[src/rtl/bank_biu_rdata_pack.sv]
// Read-return packer: pairs two 128-bit read beats into one 256-bit line,
// checks burst integrity, and queues lines for the ISU through a small FIFO.
module bank_biu_rdata_pack #(
  parameter int BEAT_W     = 128,
  parameter int ID_W       = 6,
  parameter int FIFO_DEPTH = 2
) (
  input  logic                clk_i,
  input  logic                rst_ni,
  input  logic                mem_biu_rvalid_i,
  output logic                mem_biu_rready_o,
  input  logic [BEAT_W-1:0]   mem_biu_rdata_i,
  input  logic [ID_W-1:0]     mem_biu_rid_i,
  input  logic [1:0]          mem_biu_rresp_i,
  input  logic                mem_biu_rlast_i,
  output logic                biu_isu_rvalid_o,
  input  logic                biu_isu_rready_i,
  output logic [2*BEAT_W-1:0] biu_isu_rdata_o,
  output logic [ID_W-1:0]     biu_isu_rid_o,
  output logic                biu_isu_rerr_o,
  output logic                biu_proto_err_o,
  output logic [15:0]         biu_line_cnt_o,
  output logic                biu_fsm_state_o
);
  // Both channels use valid/ready: a transfer happens on a rising edge where
  // valid and ready are both high; valid never waits on ready.

  localparam int LINE_W = 2 * BEAT_W;
  localparam int PTR_W  = (FIFO_DEPTH > 1) ? $clog2(FIFO_DEPTH) : 1;
  localparam int CNT_W  = PTR_W + 1;

  typedef enum logic {IDLE = 1'b0, HALF = 1'b1} state_e;

  state_e              state_q, state_d;
  logic [BEAT_W-1:0]   hold_data_q;
  logic [ID_W-1:0]     hold_id_q;
  logic                hold_err_q;

  logic [LINE_W-1:0]   mem_data_q [FIFO_DEPTH];
  logic [ID_W-1:0]     mem_id_q   [FIFO_DEPTH];
  logic                mem_err_q  [FIFO_DEPTH];
  logic [PTR_W-1:0]    wr_ptr_q, rd_ptr_q;
  logic [CNT_W-1:0]    count_q;

  logic                full, empty, beat_acc, push, pop;
  logic                beat0_proto, beat1_proto, line_err;
  logic                proto_err_q;
  logic [15:0]         line_cnt_q;

  assign full  = (count_q == CNT_W'(FIFO_DEPTH));
  assign empty = (count_q == '0);

  // Ready in HALF looks only at the registered fill level, never at the ISU ready.
  assign mem_biu_rready_o = (state_q == IDLE) ? 1'b1 : !full;
  assign beat_acc         = mem_biu_rvalid_i & mem_biu_rready_o;
  assign pop              = biu_isu_rvalid_o & biu_isu_rready_i;

  always_comb begin
    state_d     = state_q;
    push        = 1'b0;
    beat0_proto = 1'b0;
    beat1_proto = 1'b0;
    case (state_q)
      IDLE: begin
        if (beat_acc) begin
          beat0_proto = mem_biu_rlast_i;
          state_d     = HALF;
        end
      end
      HALF: begin
        if (beat_acc) begin
          beat1_proto = !mem_biu_rlast_i || (mem_biu_rid_i != hold_id_q);
          push        = 1'b1;
          state_d     = IDLE;
        end
      end
      default: state_d = IDLE;
    endcase
  end

  assign line_err = hold_err_q | (mem_biu_rresp_i != 2'b00) | beat1_proto;

  always_ff @(posedge clk_i or negedge rst_ni) begin
    if (!rst_ni) begin
      state_q     <= IDLE;
      hold_data_q <= '0;
      hold_id_q   <= '0;
      hold_err_q  <= 1'b0;
      proto_err_q <= 1'b0;
    end else begin
      state_q <= state_d;
      if (state_q == IDLE && beat_acc) begin
        hold_data_q <= mem_biu_rdata_i;
        hold_id_q   <= mem_biu_rid_i;
        hold_err_q  <= (mem_biu_rresp_i != 2'b00) | mem_biu_rlast_i;
      end
      if (beat0_proto || beat1_proto) proto_err_q <= 1'b1;
    end
  end

  // Storage is reset too so the head reads as zero straight out of reset.
  always_ff @(posedge clk_i or negedge rst_ni) begin
    if (!rst_ni) begin
      for (int i = 0; i < FIFO_DEPTH; i++) begin
        mem_data_q[i] <= '0;
        mem_id_q[i]   <= '0;
        mem_err_q[i]  <= 1'b0;
      end
      wr_ptr_q   <= '0;
      rd_ptr_q   <= '0;
      count_q    <= '0;
      line_cnt_q <= '0;
    end else begin
      if (push) begin
        mem_data_q[wr_ptr_q] <= {mem_biu_rdata_i, hold_data_q};
        mem_id_q[wr_ptr_q]   <= hold_id_q;
        mem_err_q[wr_ptr_q]  <= line_err;
        wr_ptr_q             <= wr_ptr_q + 1'b1;
      end
      if (pop) begin
        rd_ptr_q   <= rd_ptr_q + 1'b1;
        line_cnt_q <= line_cnt_q + 16'd1;
      end
      case ({push, pop})
        2'b10:   count_q <= count_q + 1'b1;
        2'b01:   count_q <= count_q - 1'b1;
        default: count_q <= count_q;
      endcase
    end
  end

  assign biu_isu_rvalid_o = !empty;
  assign biu_isu_rdata_o  = mem_data_q[rd_ptr_q];
  assign biu_isu_rid_o    = mem_id_q[rd_ptr_q];
  assign biu_isu_rerr_o   = mem_err_q[rd_ptr_q];
  assign biu_proto_err_o  = proto_err_q;
  assign biu_line_cnt_o   = line_cnt_q;
  assign biu_fsm_state_o  = (state_q == HALF);

endmodule
[config.mk]
export PLATFORM = sky130hd
export DESIGN_NAME = bank_biu_rdata_pack
export DESIGN_NICKNAME = d
export VERILOG_FILES = /design/src/rtl/bank_biu_rdata_pack.sv
export SDC_FILE = /design/constraint.sdc
export NUM_CORES = 1
export LEC_CHECK = 0
export CAP_MARGIN = 20
export CORE_UTILIZATION = 50
export DETAILED_ROUTE_END_ITERATION = 16
export PLACE_DENSITY = 0.82
export SLEW_MARGIN = 30
export SYNTH_ARGS = -nofsm -noshare
export SYNTH_HDL_FRONTEND = slang
export SYNTH_SLANG_ARGS = --single-unit
[constraint.sdc]
create_clock -name clk_i -period 4.4 [get_ports clk_i]
set_input_delay 0.88 -clock clk_i [delete_from_list [all_inputs] [get_ports clk_i]]
set_output_delay 0.88 -clock clk_i [all_outputs]
set_load 0.01 [all_outputs]
==> summary.md, run 1 <==
| Metric | Value |
|---|---|
| CP Capture Type | `output port` |
| Final hold violations | `0` |
| Register area share after synthesis | `0.5599` |
| Vias per std cell | `5.315` |
| DR pass1 iterations | `6` |
| Period utilization | `0.8252` |
| Worst slew margin | `0.4947` |
| Min Clock Period, post-route | `~3.6 ns` |
| Achievable Freq | `275.4 MHz` |
| Post-synth top cells | `683 x dfrtp_1, 537 x mux2_2, 380 x mux2_4` |
| Post-Route WL | `66.70 mm` |
| Num Clock Sinks | `683` |
| H-tree level count | `3` |
| Skew-Pair Late Insertion Delay | `0.60 ns` |
| Crit path arrival time | `roughly 2.8 ns` |
| Synth area leaders | `dfrtp_1 56%, mux2_2 20%, mux2_4 19%` |
| Largest net degree at the start of global routing | `between 100 and 150` |
| Leading cell type by number of instances after synthesis | `dfrtp_1` |
| Critical path class | `register to output port` |
| Yosys top cell by area | `dfrtp_1` |
| CTS Buf Count | `72` |
| Syn. warnings | `0` |
| # IOs | `approximately 420` |
| Hpwl dp | `roughly 43 mm` |
| Slew of the pin with the lowest slew margin | `0.7580 ns` |
| Grt ovf | `0` |
| Mean Syn Cell Area | `17.04 sq um` |
| Post-synth cell types | `35` |
| Max FO, Critical Path | `74` |
| Root cell of the clock tree | `clkbuf_16` |
| # port buffers | `423` |
| Area grow syn2layout | `23.64%` |
| RSZ-0062 raised after global routing | `no` |
| Final WS setup | `0.7693 ns` |
| GR Util All Layers | `0.2173` |
| Die width | `249.1 um` |
| Slew Limit Fails | `0` |
| Top cell type's share of synthesized area | `0.5599` |
| DIE HEIGHT | `249.1 um` |
| Vias in the first global route | `about 18000` |
| Residual DRC count | `0` |
| Synth Register Bits | `683` |
| Clk buf depth | `3` |
| FF-to-FF setup slack | `1.30 ns` |
| Core area | `60360 sq um` |
| CTS hold repair buffers | `0` |
| Number of gates resized after CTS | `0` |
| Clk slew on worst S/H paths | `0.06 ns` |
| Status | `finished, final reports clean` |
| Worst Path Required | `roughly 3.5 ns` |
| Endpoints failing setup | `0` |
| Synth Instances | `roughly 1800` |
| Post-synth EDFFs | `0` |
| Via Count | `16330` |
| Synth Net Count | `1937` |
| HP Class | `input pin to asynchronous set/reset pin` |
| Setup TNS | `0 ns` |
| Synth Cell Area | `between 30000 and 40000 sq um` |
| RD Place Congestion | `between 0.8 and 0.9` |
| Total Nets Final | `2377` |
| Antenna violations before repair | `7` |
| Mean routed wirelength per cell | `21.71 um` |
| Initial core utilization | `0.5058` |
| Worst Clk Skew | `between 0.015 and 0.02 ns` |
| P per Cell Area | `870.9 nW/um^2` |
| Asr flop ratio synth | `1.000` |
| First-pass GRT wire length | `107.5 mm` |
| DRT iter0 DRCs | `752` |
| Max_cap viols | `0` |
| Final Core Density | `0.6254` |
| Leak Pwr | `0.01674 uW` |
| Row count | `90` |
| Prevailing post-synth register cell | `dfrtp_1` |
| Pre-CTS setup slack | `0.8419 ns` |
| Die ar. | `just over 60000 sq um` |
| Postcts setup bufs | `0` |
| # fillers | `between 4000 and 5000` |
| CTS tree | `done` |
| Critical Path Source Type | `register` |
| Max IR drop VDD | `between 0.5 and 0.6 mV` |
| Share of cells above drive strength 1 | `0.4766` |
| Post-route ant nets | `0` |
-- stage by stage --
stage	area (sq um)	instances	hold slack (ns)	power, uW
after floorplan	30530	1792	0.4541	20700
after global placement	35290	2939	0.4612	26220
after detailed placement	35290	2939	0.4708	26730
after CTS	37720	3070	0.3717	33190
after global routing	37750	3072	0.1406	34510
final	37750	3072	0.1552	32870
-- path summary, 6_finish.rpt --
| path | startpoint | endpoint | cells past startpoint |
|---|---|---|---|
| max | rd_ptr_q | biu_isu_rdata_o[116] | 3 |
| max in group asynchronous | rst_ni | mem_data_q[290] | 3 |
| min | rst_ni | mem_data_q[106] | 1 |
| min in group clk_i | mem_data_q[504] | mem_data_q[504] | 1 |
| min reg2reg | mem_data_q[504] | mem_data_q[504] | 1 |
| max reg2reg | count_q[1] | mem_data_q[20] | 7 |
-- registers in the layout (all words and copies together), names as in the netlist, 2 cells and up --
signal	cells
mem_data_q	512
hold_data_q	128
biu_line_cnt_o	16
mem_id_q	12
hold_id_q	6
count_q	2
mem_err_q	2
-- critical path, cell delays in order (launching register included) --
cell             delay [ns]
dfrtp_4                0.69
buf_12                 0.35
mux2_2                 0.44
clkdlybuf4s50_1        0.49
-- final cells by class --
class / instances / area (sq um) / area share
Timing Repair Buffer: 469 / 4817 / 0.1276
Tap cell: 782 / 978.4 / 0.02592
Inverter: 5 / 21.27 / 0.0005635
Clock buffer: 106 / 2111 / 0.05592
Sequential cell: 683 / 17100 / 0.4529
Antenna cell: 1 / 2.502 / 0.00006630
Clock inverter: 25 / 317.8 / 0.008420
Multi-Input combinational cell: 1001 / 12400 / 0.3286
-- routing by layer --
layer / track usage / vias up / part of all wire
li1: - / 7281 / -
met1: 0.2848 / 8581 / 0.44
met2: 0.3544 / 336 / 0.48
met3: 0.05465 / 120 / 0.050
met4: 0.07037 / 10 / 0.028
met5: 0 / - / 0.0010
-- power breakdown --
group	total [uW]	leakage, uW	internal [uW]	switching, uW
combinational	15200	0.00743	9650	5560
sequential	11500	0.00811	9500	1990
clock	6170	0.00120	3650	2520
total	32900	0.0167	22800	10100
-- cell families after synthesis --
family                     after synthesis  share of synthesized area
buffers and inverters                  108                    0.03455
adders and majority gates                4                   0.001639
AOI/OAI and AO/OA                        7                   0.001721
DFF                                    683                     0.5599
and+or+nand+nor                         43                   0.008321
xor gates and xnor gates                26                   0.007459
muxes                                  921                     0.3865
-- layout by cell type, fill, tap and decap left out, drive strengths merged --
cell type,instances
a21oi,2
a31oi,2
a41oi,1
and2,2
and3,2
buf,47
bufinv,5
clkbuf,106
clkdlybuf4s50,422
clkinv,15
clkinvlp,1
dfrtp,683
diode,1
ha,4
inv,9
mux2,921
nand2,13
nand3,4
nand4,7
nor2,8
nor2b,1
nor3,4
o21ai,2
or2,2
xnor2,22
xor2,4
Power figures use the tool's default switching activity.
==> run 2, diff against run 1 <==
==> constraint.sdc (replaced) <==
create_clock -name clk_i -period 3.71 [get_ports clk_i]
set_input_delay 0.742 -clock clk_i [delete_from_list [all_inputs] [get_ports clk_i]]
set_output_delay 0.742 -clock clk_i [all_outputs]
set_load 0.01 [all_outputs]
==> run 2 against run 1 <==
  * Via count grew 1.1%
  * Clock skew up 0.0083 ns
  * Global-route usage is 0.13 points higher
  * Critical endpoint is now biu_isu_rdata_o[188]
  * Sequential cell count unchanged
  * First-iteration DRC count is 8.4% higher
  * Cell count is 0.62% higher
  * Largest cell class unchanged
  * Critical path depth rose by 1
  * Register-to-register slack worse by 0.55 ns
  * Worst setup slack lost 0.38 ns
==> summary.md, run 2 (synthesized netlist as in run 1, its figures left out) <==
| Metric | Value |
|---|---|
| Initial core utilization | `0.5058 (unchanged)` |
| Endpoints failing setup | `0 (unchanged)` |
| Post-route ant nets | `0 (unchanged)` |
| Area grow syn2layout | `24.28%` |
| Clk slew on worst S/H paths | `0.06 ns (about the same)` |
| Worst Path Required | `2.97 ns (-0.55 ns)` |
| Die width | `249.1 um (unchanged)` |
| Vias in the first global route | `18620 (+0.97%)` |
| Postcts setup bufs | `0 (unchanged)` |
| Antenna violations before repair | `6 (-1)` |
| Status | `finished, final reports clean` |
| GR Util All Layers | `0.2186 (+0.001252)` |
| # port buffers | `423 (unchanged)` |
| Worst setup path startpoint | `rd_ptr_q` |
| Vias per std cell | `5.343 (+0.52%)` |
| Register area | `17100 sq um (unchanged)` |
| Post-Route WL | `66.41 mm (-0.43%)` |
| RSZ-0062 raised after global routing | `no` |
| Total Nets Final | `2397 (+0.84%)` |
| DIE HEIGHT | `249.1 um (unchanged)` |
| Critical Path Source Type | `register` |
| CTS Buf Count | `72 (unchanged)` |
| Core area | `60360 sq um (unchanged)` |
| Worst slew margin | `0.4228 (-0.07189)` |
| CTS tree | `done` |
| CTS hold repair buffers | `0 (unchanged)` |
| CP Capture Type | `output port` |
| DRT iter0 DRCs | `815 (+8.4%)` |
| Highest-count cells in the layout ignoring fill and taps | `682 x dfrtp_1, 537 x mux2_2, 422 x clkdlybuf4s50_1` |
| Area occupied by multi-input gates | `12400 sq um (unchanged)` |
| Slew Limit Fails | `0 (unchanged)` |
| Power, Total | `39120 uW (+19%)` |
| # IOs | `424 (unchanged)` |
| Grt ovf | `0 (unchanged)` |
| Mean routed wirelength per cell | `21.49 um (-1.0%)` |
| H-tree level count | `3 (unchanged)` |
| Leak Pwr | `0.01686 uW (+0.71%)` |
| Num Clock Sinks | `683 (unchanged)` |
| Largest register FFs | `512 (unchanged)` |
| Max IR drop VDD | `0.6664 mV (+22%)` |
| Critical path class | `register to output port` |
| RD Place Congestion | `0.8296 (+0.53%)` |
| Largest net degree at the start of global routing | `119 (+11%)` |
| Skew-Pair Late Insertion Delay | `0.60 ns (about the same)` |
| Via Count | `16510 (+1.1%)` |
| Reg with most FFs | `mem_data_q` |
| Worst Clk Skew | `0.02625 ns (+0.008345 ns)` |
| Setup TNS | `0 ns (unchanged)` |
| Final hold violations | `0 (unchanged)` |
| Worst r2r src | `count_q[1]` |
| Slew of the pin with the lowest slew margin | `0.8658 ns (+0.1078 ns)` |
| Hpwl dp | `43.73 mm (+1.3%)` |
| Period utilization | `0.8938` |
| Max FO, Critical Path | `30 (-59%)` |
| Row count | `90 (unchanged)` |
| HP Class | `input pin to asynchronous set/reset pin` |
| Crit path arrival time | `2.57 ns (-0.18 ns)` |
| Max_cap viols | `0 (unchanged)` |
| First-pass GRT wire length | `108.5 mm (+0.90%)` |
| Share of cells above drive strength 1 | `0.4812 (+0.004533)` |
| N_diodes | `0 (-1)` |
| Die ar. | `62050 sq um (unchanged)` |
| P per Cell Area | `1031 nW/um^2 (+18%)` |
| Number of gates resized after CTS | `0 (unchanged)` |
| Root cell of the clock tree | `clkbuf_16` |
| Residual DRC count | `0 (unchanged)` |
| # fillers | `4195 (+0.48%)` |
| DR pass1 iterations | `4 (-2)` |
| Commonest non-fill, non-tap cell in the layout | `dfrtp_1` |
| Achievable Freq | `301.6 MHz` |
| Min Clock Period, post-route | `between 3 and 4 ns` |
| Clk buf depth | `3 (unchanged)` |
## run 2: metrics by stage
step | setup slack (ns) | instance area, sq um | utilization | instances | hold WS (ns)
2_1_floorplan | 1.659 | 30530 | - | 1792 | 0.4464
3_3_place_gp | 0.4811 | 35510 | 0.5883 | 2960 | 0.4625
3_5_place_dp | 0.4759 | 35510 | 0.5883 | 2960 | 0.4812
4_1_cts | 0.3239 | 37940 | 0.6286 | 3091 | 0.1663
5_1_grt | 0.3034 | 37940 | 0.6286 | 3091 | 0.2058
6_report | 0.3941 | 37940 | 0.6286 | 3091 | 0.1722
## run 2: cell type report
type / instances / share of cell area
multi-input cells: 1001 / 0.3269
flip-flops and latches: 683 / 0.4506
repair buffers: 489 / 0.1320
inverters: 5 / 0.0005606
clock inverters: 22 / 0.007123
clock buffers: 109 / 0.05702
well taps: 782 / 0.02579
## run 2: path summary, 6_finish.rpt
path | end | slack (ns) | depth (start not counted)
max | biu_isu_rdata_o[188] | 0.39 | 4
min in group clk_i | mem_data_q[508] | 0.49 | 1
max in group asynchronous | biu_line_cnt_o[3] | 2.35 | 3
max reg2reg | mem_data_q[22] | 0.75 | 7
min | mem_data_q[363] | 0.17 | 1
min reg2reg | mem_data_q[508] | 0.49 | 1
## run 2: report_power, final
| part | total (uW) | internal, uW | leakage, uW | switching (uW) |
|---|---|---|---|---|
| combinational | 18200 | 11600 | 0.00755 | 6640 |
| clock | 7310 | 4340 | 0.00120 | 2980 |
| sequential | 13600 | 11300 | 0.00811 | 2300 |
## run 2: metal layers
layer / GRT usage / up-vias / wire [um]
met5: 0 / - / 77
met4: 0.07478 / 12 / 1810
met3: 0.04754 / 121 / 3184
met2: 0.3561 / 373 / 32600
met1: 0.2902 / 8683 / 28740
li1: - / 7325 / -
## run 2: worst max-delay path: stages, from the launching register on
cell             delay [ns]
dfrtp_4                0.49
buf_12                 0.23
buf_4                  0.33
mux2_2                 0.38
clkdlybuf4s50_1        0.53
